File: config.mk
export PLATFORM = sky130hd
export DESIGN_NAME = imem_loader
export DESIGN_NICKNAME = d
export VERILOG_FILES = /design/src/rtl/imem_loader.sv
export SDC_FILE = /design/constraint.sdc
export NUM_CORES = 1
export LEC_CHECK = 0
export ABC_CLOCK_PERIOD_IN_PS = 3000
export CORE_ASPECT_RATIO = 1.75
export CORE_UTILIZATION = 40
export DETAILED_ROUTE_END_ITERATION = 8
export SETUP_SLACK_MARGIN = 0.5
export SYNTH_ARGS = -nofsm -noshare
export SYNTH_HDL_FRONTEND = slang
export SYNTH_SLANG_ARGS = --single-unit
File: constraint.sdc
create_clock -name clk -period 3 [get_ports clk]
set_input_delay 0.45 -clock clk [delete_from_list [all_inputs] [get_ports clk]]
set_output_delay 0.45 -clock clk [all_outputs]
set_load 0.02 [all_outputs]
File: src/rtl/imem_loader.sv
// imem_loader: runtime program loader for the instruction memory.
//
// Accepts a framed byte stream (LEN_LO, LEN_HI, 4*N data bytes, CSUM) over a
// valid/ready handshake. It assembles little-endian 32-bit words and writes
// them to consecutive word addresses starting at BASE_ADDR. CSUM is the XOR
// of the data bytes only.
//
// Ports:
//   clk, reset      - clock and synchronous active-high reset
//   start           - begin a load (honoured only in IDLE, DONE or ERR)
//   in_valid/in_data/in_ready - byte stream handshake
//   mem_we/mem_addr/mem_wdata - registered instruction memory write port
//   busy, done, error - load status; done/error are sticky until next start
//   words_loaded    - words written in the current or last load
module imem_loader #(
  parameter int ADDR_WIDTH = 10,
  parameter int BASE_ADDR  = 0
) (
  input  logic                  clk,
  input  logic                  reset,
  input  logic                  start,
  input  logic                  in_valid,
  input  logic [7:0]            in_data,
  output logic                  in_ready,
  output logic                  mem_we,
  output logic [ADDR_WIDTH-1:0] mem_addr,
  output logic [31:0]           mem_wdata,
  output logic                  busy,
  output logic                  done,
  output logic                  error,
  output logic [ADDR_WIDTH-2:0] words_loaded
);

  typedef enum logic [2:0] {
    S_IDLE, S_LEN0, S_LEN1, S_DATA, S_WRITE, S_CSUM, S_DONE, S_ERR
  } state_t;

  // Words that fit between BASE_ADDR and the top of memory.
  localparam logic [16:0] CAPACITY = 17'(2 ** (ADDR_WIDTH - 2) - BASE_ADDR / 4);

  state_t                state_reg, state_next;
  logic [15:0]           len_reg;
  logic [1:0]            byte_idx_reg;
  logic [7:0]            csum_reg;
  logic [ADDR_WIDTH-1:0] ptr_reg;
  logic [ADDR_WIDTH-2:0] words_reg;
  logic                  in_ready_reg, mem_we_reg, busy_reg, done_reg, error_reg;

  logic        accept;
  logic        overflow;
  logic        last_word;
  logic [16:0] words_plus1;

  assign accept      = in_valid && in_ready_reg;
  // Evaluated in LEN1 with the high byte still on in_data.
  assign overflow    = {1'b0, in_data, len_reg[7:0]} > CAPACITY;
  assign words_plus1 = 17'(words_reg) + 17'd1;
  assign last_word   = (words_plus1 == {1'b0, len_reg});

  always_comb begin
    state_next = state_reg;
    case (state_reg)
      S_IDLE, S_DONE, S_ERR: if (start) state_next = S_LEN0;
      S_LEN0:  if (accept) state_next = S_LEN1;
      S_LEN1: begin
        if (accept) begin
          if (overflow)                          state_next = S_ERR;
          else if ({in_data, len_reg[7:0]} == 16'd0) state_next = S_CSUM;
          else                                   state_next = S_DATA;
        end
      end
      S_DATA:  if (accept && byte_idx_reg == 2'd3) state_next = S_WRITE;
      S_WRITE: state_next = last_word ? S_CSUM : S_DATA;
      S_CSUM: begin
        if (accept) state_next = (in_data == csum_reg) ? S_DONE : S_ERR;
      end
      default: state_next = S_IDLE;
    endcase
  end

  always_ff @(posedge clk) begin
    if (reset) begin
      state_reg    <= S_IDLE;
      len_reg      <= '0;
      byte_idx_reg <= '0;
      csum_reg     <= '0;
      ptr_reg      <= ADDR_WIDTH'(BASE_ADDR);
      words_reg    <= '0;
      in_ready_reg <= 1'b0;
      mem_we_reg   <= 1'b0;
      busy_reg     <= 1'b0;
      done_reg     <= 1'b0;
      error_reg    <= 1'b0;
    end else begin
      state_reg <= state_next;
      // Status/handshake flags are registered copies decoded from the next
      // state, so they line up exactly with the state they describe.
      in_ready_reg <= (state_next == S_LEN0) || (state_next == S_LEN1) ||
                      (state_next == S_DATA) || (state_next == S_CSUM);
      busy_reg     <= (state_next == S_LEN0) || (state_next == S_LEN1) ||
                      (state_next == S_DATA) || (state_next == S_WRITE) ||
                      (state_next == S_CSUM);
      mem_we_reg   <= (state_next == S_WRITE);
      done_reg     <= (state_next == S_DONE);
      error_reg    <= (state_next == S_ERR);

      case (state_reg)
        S_IDLE, S_DONE, S_ERR: begin
          if (start) begin
            words_reg    <= '0;
            byte_idx_reg <= '0;
            csum_reg     <= '0;
            ptr_reg      <= ADDR_WIDTH'(BASE_ADDR);
          end
        end
        S_LEN0: if (accept) len_reg[7:0]  <= in_data;
        S_LEN1: if (accept) len_reg[15:8] <= in_data;
        S_DATA: begin
          if (accept) begin
            csum_reg     <= csum_reg ^ in_data;
            byte_idx_reg <= byte_idx_reg + 2'd1;
          end
        end
        S_WRITE: begin
          words_reg    <= words_reg + 1'b1;
          byte_idx_reg <= '0;
          // Holding the pointer after the final word keeps mem_addr from
          // wrapping to 0 when the load fills memory to the top.
          if (!last_word) ptr_reg <= ptr_reg + ADDR_WIDTH'(4);
        end
        default: ;
      endcase
    end
  end

  // One assembly lane per byte position; lane gi takes the gi-th byte of a word.
  genvar gi;
  generate
    for (gi = 0; gi < 4; gi++) begin : g_lane
      logic [7:0] lane_reg;
      always_ff @(posedge clk) begin
        if (reset) begin
          lane_reg <= '0;
        end else if (state_reg == S_DATA && accept && byte_idx_reg == 2'(gi)) begin
          lane_reg <= in_data;
        end
      end
      assign mem_wdata[gi*8 +: 8] = lane_reg;
    end
  endgenerate

  assign in_ready     = in_ready_reg;
  assign mem_we       = mem_we_reg;
  assign mem_addr     = ptr_reg;
  assign busy         = busy_reg;
  assign done         = done_reg;
  assign error        = error_reg;
  assign words_loaded = words_reg;

endmodule

==> results.json, run 1 <==
{
  "status": "finished, final reports clean",
  "synth_most_common_cell": "dfxtp_1",
  "grt_max_degree": 49,
  "slew_violations": 0,
  "routabilityCongestion": 0.820,
  "dpl_worst_slack_ns": 0.348,
  "n_fill_cell": 953,
  "grt_pass1_vias": 3453,
  "vias": 3614,
  "drt.antenna.violating_nets": 0,
  "track_usage_pct": 21.1,
  "synth_edf_count": 0,
  "cts.clk_slew.worst_paths_ns": 0.06,
  "crit_fanout": 5,
  "cp.required_ns": 3.29,
  "synthFlopType": "dfxtp_1",
  "worstSetupPathType": "reg -> reg",
  "nets": 559,
  "ys_async_sr_fraction_pct": 0,
  "rows": 47,
  "antenna_cells": 0,
  "wirelength_um": 10400,
  "cts-root-buf": "clkbuf_16",
  "grt_pass1_wl_um": 17000,
  "min_period_ns": 2.36,
  "synthDistinctLibCells": 55,
  "peakVddDrop_mv": 0.317,
  "hold_violations": 0,
  "min_path_type": "reg -> reg",
  "antenna_found_initial": 0,
  "endpoint_kind": "flop",
  "slew_headroom_pct": 54.2,
  "drtPass1Iterations": 5,
  "critPathArrivalTime_ns": 2.65,
  "start_kind": "flop",
  "clockBufferDepth": 2,
  "synth_cells": 477,
  "fmax_mhz": 423,
  "numCtsBuffers": 9,
  "die_w_um": 77.2,
  "grt_setup_unrepaired": "no",
  "ys_seq_elements": 83,
  "regArea_sq_um": 1660,
  "io_pins": 68,
  "synth_common_cells": "dfxtp_1, a21oi_1, nor2_1",
  "power.leakage_nw": 1.81,
  "power.density_nw_per_um2": 486,
  "h-tree-depth": 3,
  "core-area_sq_um": 9530,
  "finalWorstSetupSlack_ns": 0.638,
  "clk_latency_ns": 0.34,
  "port_buffers": 65,
  "tightest_slew_ns": 0.684,
  "numClockSinks": 83,
  "postSynthAreaPerCell_sq_um": 8.30,
  "wl_per_cell_um": 15.7,
  "yosys.area.top_type": "dfxtp_1",
  "dieArea_sq_um": 10300,
  "synth_top_area_share_pct": 42.0,
  "initial_core_util_pct": 41.6,
  "largest_reg_flops": 32,
  "synth_area_leaders": "dfxtp_1, a21oi_1, mux2i_1",
  "synth_warnings": 0,
  "drc_errors": 0,
  "fin_skew_ns": 0.00653,
  "hpwlAfterDp_um": 7520,
  "yosysSeqAreaShare_pct": 42.0,
  "timing.hold.ws_ns": 0.456,
  "drive_gt1_share_pct": 10.3,
  "setup_viol": 0,
  "dieHeight_um": 134,
  "drv_cap": 0,
  "multi_input_area_sq_um": 2120,
  "hold_buffers": 0,
  "syn_area_sq_um": 3960,
  "post_drt_via_cell_ratio": 5.42,
  "synthToLayoutAreaGrowth_pct": 29.3,
  "fin_tns_setup_ns": 0,
  "finalCritPeriodShare_pct": 78.7,
  "cts_tree": "yes",
  "first_iter_violations": 90,
  "grt.overflow.total": 0
}
[layout make-up]
class,instances,share of cell area (%)
sequential,83,32.5
tap,122,2.98
clock inverter,5,1.52
inverter,10,0.733
multi-input combinational,348,41.5
clock buffer,10,4.67
timing repair buffer,89,16.1
[where the power goes]
group	total (mW)	switching [mW]	internal [mW]
sequential	1.13	0.0138	1.11
clock	1.18	0.433	0.744
combinational	0.184	0.113	0.0705
total	2.49	0.560	1.93
[through the flow]
stage               instances  util (%)  total power, mW  instance area (sq um)
CTS                       667      53.5             2.51                   5100
finish                    667      53.7             2.49                   5120
floorplan                 478         -             1.26                   3960
detailed placement        650      50.0             1.33                   4760
global route              667      53.7             2.57                   5120
global placement          650      50.0             1.33                   4760
[metal layers]
layer	vias up	track usage, %	share of wire [%]
met5	-	0	0
met4	0	9.43	2.7
met3	21	3.97	3.6
met2	87	38.8	54
met1	1720	22.8	40
li1	1786	-	-
[cells in the final DEF (no fill, tap or decap), types with 2 or more instances in the layout]
cell type | netlist | routed
dfxtp_1 | 83 | 83
clkdlybuf4s50_1 | 0 | 64
nor2_1 | 54 | 53
a21oi_1 | 54 | 52
nand2_1 | 47 | 47
nand3_1 | 31 | 31
mux2i_1 | 25 | 25
buf_4 | 4 | 24
o21ai_0 | 20 | 20
xnor2_1 | 16 | 16
nand3b_1 | 12 | 12
inv_1 | 10 | 10
clkbuf_16 | 0 | 9
a211oi_1 | 8 | 8
or3_1 | 6 | 6
nand4_1 | 5 | 5
ha_1 | 6 | 5
and3_1 | 4 | 4
nor2b_1 | 4 | 4
nor3_1 | 4 | 4
nand2b_1 | 4 | 4
xor2_1 | 4 | 4
nor3b_1 | 3 | 3
a31oi_1 | 3 | 3
nor4_1 | 3 | 3
nor2_2 | 1 | 2
o211ai_1 | 2 | 2
a21o_2 | 2 | 2
o211a_1 | 2 | 2
a211oi_2 | 2 | 2
or4_1 | 2 | 2
a21o_1 | 2 | 2
conb_1 | 1 | 2
clkinv_2 | 0 | 2
bufinv_16 | 0 | 2
[cells by family (layout without fill, tap and decap cells)]
| logic type | count (synthesis) | after routing | share of synthesized area [%] |
|---|---|---|---|
| other | 1 | 2 | 0.0947 |
| XOR/XNOR | 20 | 20 | 4.42 |
| AO/OA/AOI/OAI | 106 | 106 | 16.6 |
| adder cells (fa/ha/maj) | 6 | 6 | 1.90 |
| AND/OR/NAND/NOR | 189 | 189 | 23.5 |
| multiplexers | 25 | 25 | 6.32 |
| buffers and inverters | 47 | 114 | 5.15 |
| flip-flops | 83 | 83 | 42.0 |
[repair_timing]
action | CTS | global route
pin swaps | 1 | 0
resized for setup | 1 | 5
endpoints found under the setup margin | 8 | 9
buffers inserted | 2 | 0
[final timing paths]
| path | from | to | slack [ns] | cells past startpoint |
|---|---|---|---|---|
| min reg2reg | g_lane[1].lane_reg[6]$_SDFFE_PP0P_ | g_lane[1].lane_reg[6]$_SDFFE_PP0P_ | 0.46 | 2 |
| max reg2reg | len_reg[11]$_SDFFE_PP0P_ | mem_addr[5]$_SDFFE_PP0P_ | 0.64 | 8 |
| max | len_reg[11]$_SDFFE_PP0P_ | mem_addr[5]$_SDFFE_PP0P_ | 0.64 | 8 |
| min | g_lane[1].lane_reg[6]$_SDFFE_PP0P_ | g_lane[1].lane_reg[6]$_SDFFE_PP0P_ | 0.46 | 2 |
[critical path, stage by stage, from the launching register on]
cell	delay, ns
dfxtp_1	0.31
or4_1	0.52
nor3_1	0.22
nand4_1	0.18
a2111oi_4	0.40
buf_4	0.21
a211oi_2	0.09
a211oi_1	0.26
a31o_1	0.12
No activity file was read; power rests on OpenSTA's default activity.
==> run 2, diff against run 1 <==
ABC_CLOCK_PERIOD_IN_PS = 2000   (was 3000)
PLACE_DENSITY = 0.66   (was default)
clock period = 2 ns   (was 3 ns; I/O delays follow)
==> results.json, run 2 (synthesis gave the netlist of run 1 again) <==
{
  "status": "finished with violations",
  "violations": "negative setup slack",
  "synthToLayoutAreaGrowth_pct": 51.8,
  "dieArea_sq_um": 10300,
  "crit_fanout": 7,
  "track_usage_pct": 22.9,
  "drc_errors": 0,
  "die_w_um": 77.2,
  "finalWorstSetupSlack_ns": -0.289,
  "port_buffers": 65,
  "wl_per_cell_um": 16.4,
  "crit_slowest_cell": "or4_4",
  "h-tree-depth": 3,
  "first_iter_violations": 140,
  "crit_start": "len_reg[11]$_SDFFE_PP0P_",
  "clockBufferDepth": 2,
  "grt_pass1_wl_um": 18600,
  "worstSetupPathType": "reg -> reg",
  "cp_common_cell": "buf_6",
  "drtPass1Iterations": 4,
  "critPathArrivalTime_ns": 2.49,
  "drive_gt1_share_pct": 30.1,
  "setup_viol": 12,
  "core-area_sq_um": 9530,
  "r2r-start": "len_reg[11]$_SDFFE_PP0P_",
  "post_drt_via_cell_ratio": 5.39,
  "endpoint_kind": "flop",
  "fin_skew_ns": 0.00551,
  "nets": 621,
  "final_cell_mix": "dfxtp_1, buf_4, dlygate4sd2_1",
  "peakVddDrop_mv": 0.696,
  "hold_violations": 0,
  "routabilityCongestion": 0.865,
  "power.leakage_nw": 2.52,
  "layout_commonest_cell": "dfxtp_1",
  "drv_cap": 0,
  "grt.overflow.total": 0,
  "finalCritPeriodShare_pct": 114,
  "power.density_nw_per_um2": 633,
  "dpl_worst_slack_ns": -0.371,
  "worstPathCellList": "or4_4 > nor3_4 > nand4_1 > a2111oi_4 > buf_6 > a21oi_4 > buf_6 > nor2_4 > a211oi_1",
  "antenna_found_initial": 0,
  "power_mw": 3.81,
  "numClockSinks": 83,
  "vias": 3934,
  "fin_util_pct": 63.1,
  "fmax_mhz": 437,
  "cpPeakStageDelay_ns": 0.54,
  "grt_setup_unrepaired": "yes",
  "crit_family": "simple AND/OR/NAND/NOR gates",
  "antenna_cells": 0,
  "largest_reg_flops": 32,
  "crit_buf_inv": 2,
  "wirelength_um": 12000,
  "min_period_ns": 2.29,
  "dieHeight_um": 134,
  "drt.antenna.violating_nets": 0,
  "cts-root-buf": "clkbuf_16",
  "grt_max_degree": 48,
  "cts_tree": "yes",
  "io_pins": 68,
  "hpwlAfterDp_um": 8320,
  "numCtsBuffers": 9,
  "slew_violations": 0,
  "cts.clk_slew.worst_paths_ns": 0.06,
  "rows": 47,
  "grt_pass1_vias": 3944,
  "hold_path.startpoint": "reset",
  "start_kind": "flop",
  "fin_tns_setup_ns": -2.67,
  "cp.required_ns": 2.20,
  "initial_core_util_pct": 41.6,
  "clk_latency_ns": 0.33,
  "min_path_type": "in -> reg"
}
## run 2: area by class of cell
type	count	area (sq um)
Timing Repair Buffer	151	1340
Tap cell	122	153
Sequential cell	83	1700
Inverter	10	37.5
Multi-Input combinational cell	348	2480
Fill cell	829	3510
Clock buffer	10	239
Clock inverter	6	63.8
## run 2: where the power goes
group	internal (mW)	leakage, nW	switching [mW]
Clock	1.00	0.153	0.674
Combinational	0.200	1.69	0.243
Sequential	1.66	0.678	0.0237
Total	2.87	2.52	0.941
## run 2: what timing repair did
action | CTS | global route
hold buffers | 0 | 0
buffers inserted | 6 | 13
setup endpoints to repair | 137 | 87
endpoints found under the hold margin | 0 | 0
pin swaps | 17 | 18
cloned | 0 | 2
gates resized for setup | 108 | 52
## run 2: metal layers
metal  up-vias  global-route usage (%)  wire length [um]
met3        39                    4.25               364
met1      1893                    22.5              4310
met2        95                    44.1              6650
li1       1907                       -                 -
met4         0                    11.6               654
met5         -                       0                 0
## run 2: final timing paths
path	to	slack [ns]	cells after the start
setup / recovery	mem_addr[2]$_SDFFE_PP0P_	-0.29	9
hold / removal	state_reg[1]$_SDFF_PP0_	0.30	3
setup reg to reg	mem_addr[2]$_SDFFE_PP0P_	-0.29	9
hold reg to reg	g_lane[1].lane_reg[4]$_SDFFE_PP0P_	0.46	2
## run 2: worst min-delay path: cells and delay by family
kind                   cells  cell delay, ns
buffers and inverters      2            0.16
AOI/OAI and AO/OA          1            0.14
## run 2: stage by stage
step	cells	instance area (sq um)	hold WS, ns
after floorplan	478	4220	0.455
after global placement	693	5280	0.446
after detailed placement	693	5280	0.452
after CTS	715	5710	0.295
after global routing	730	6010	0.306
final	730	6010	0.304
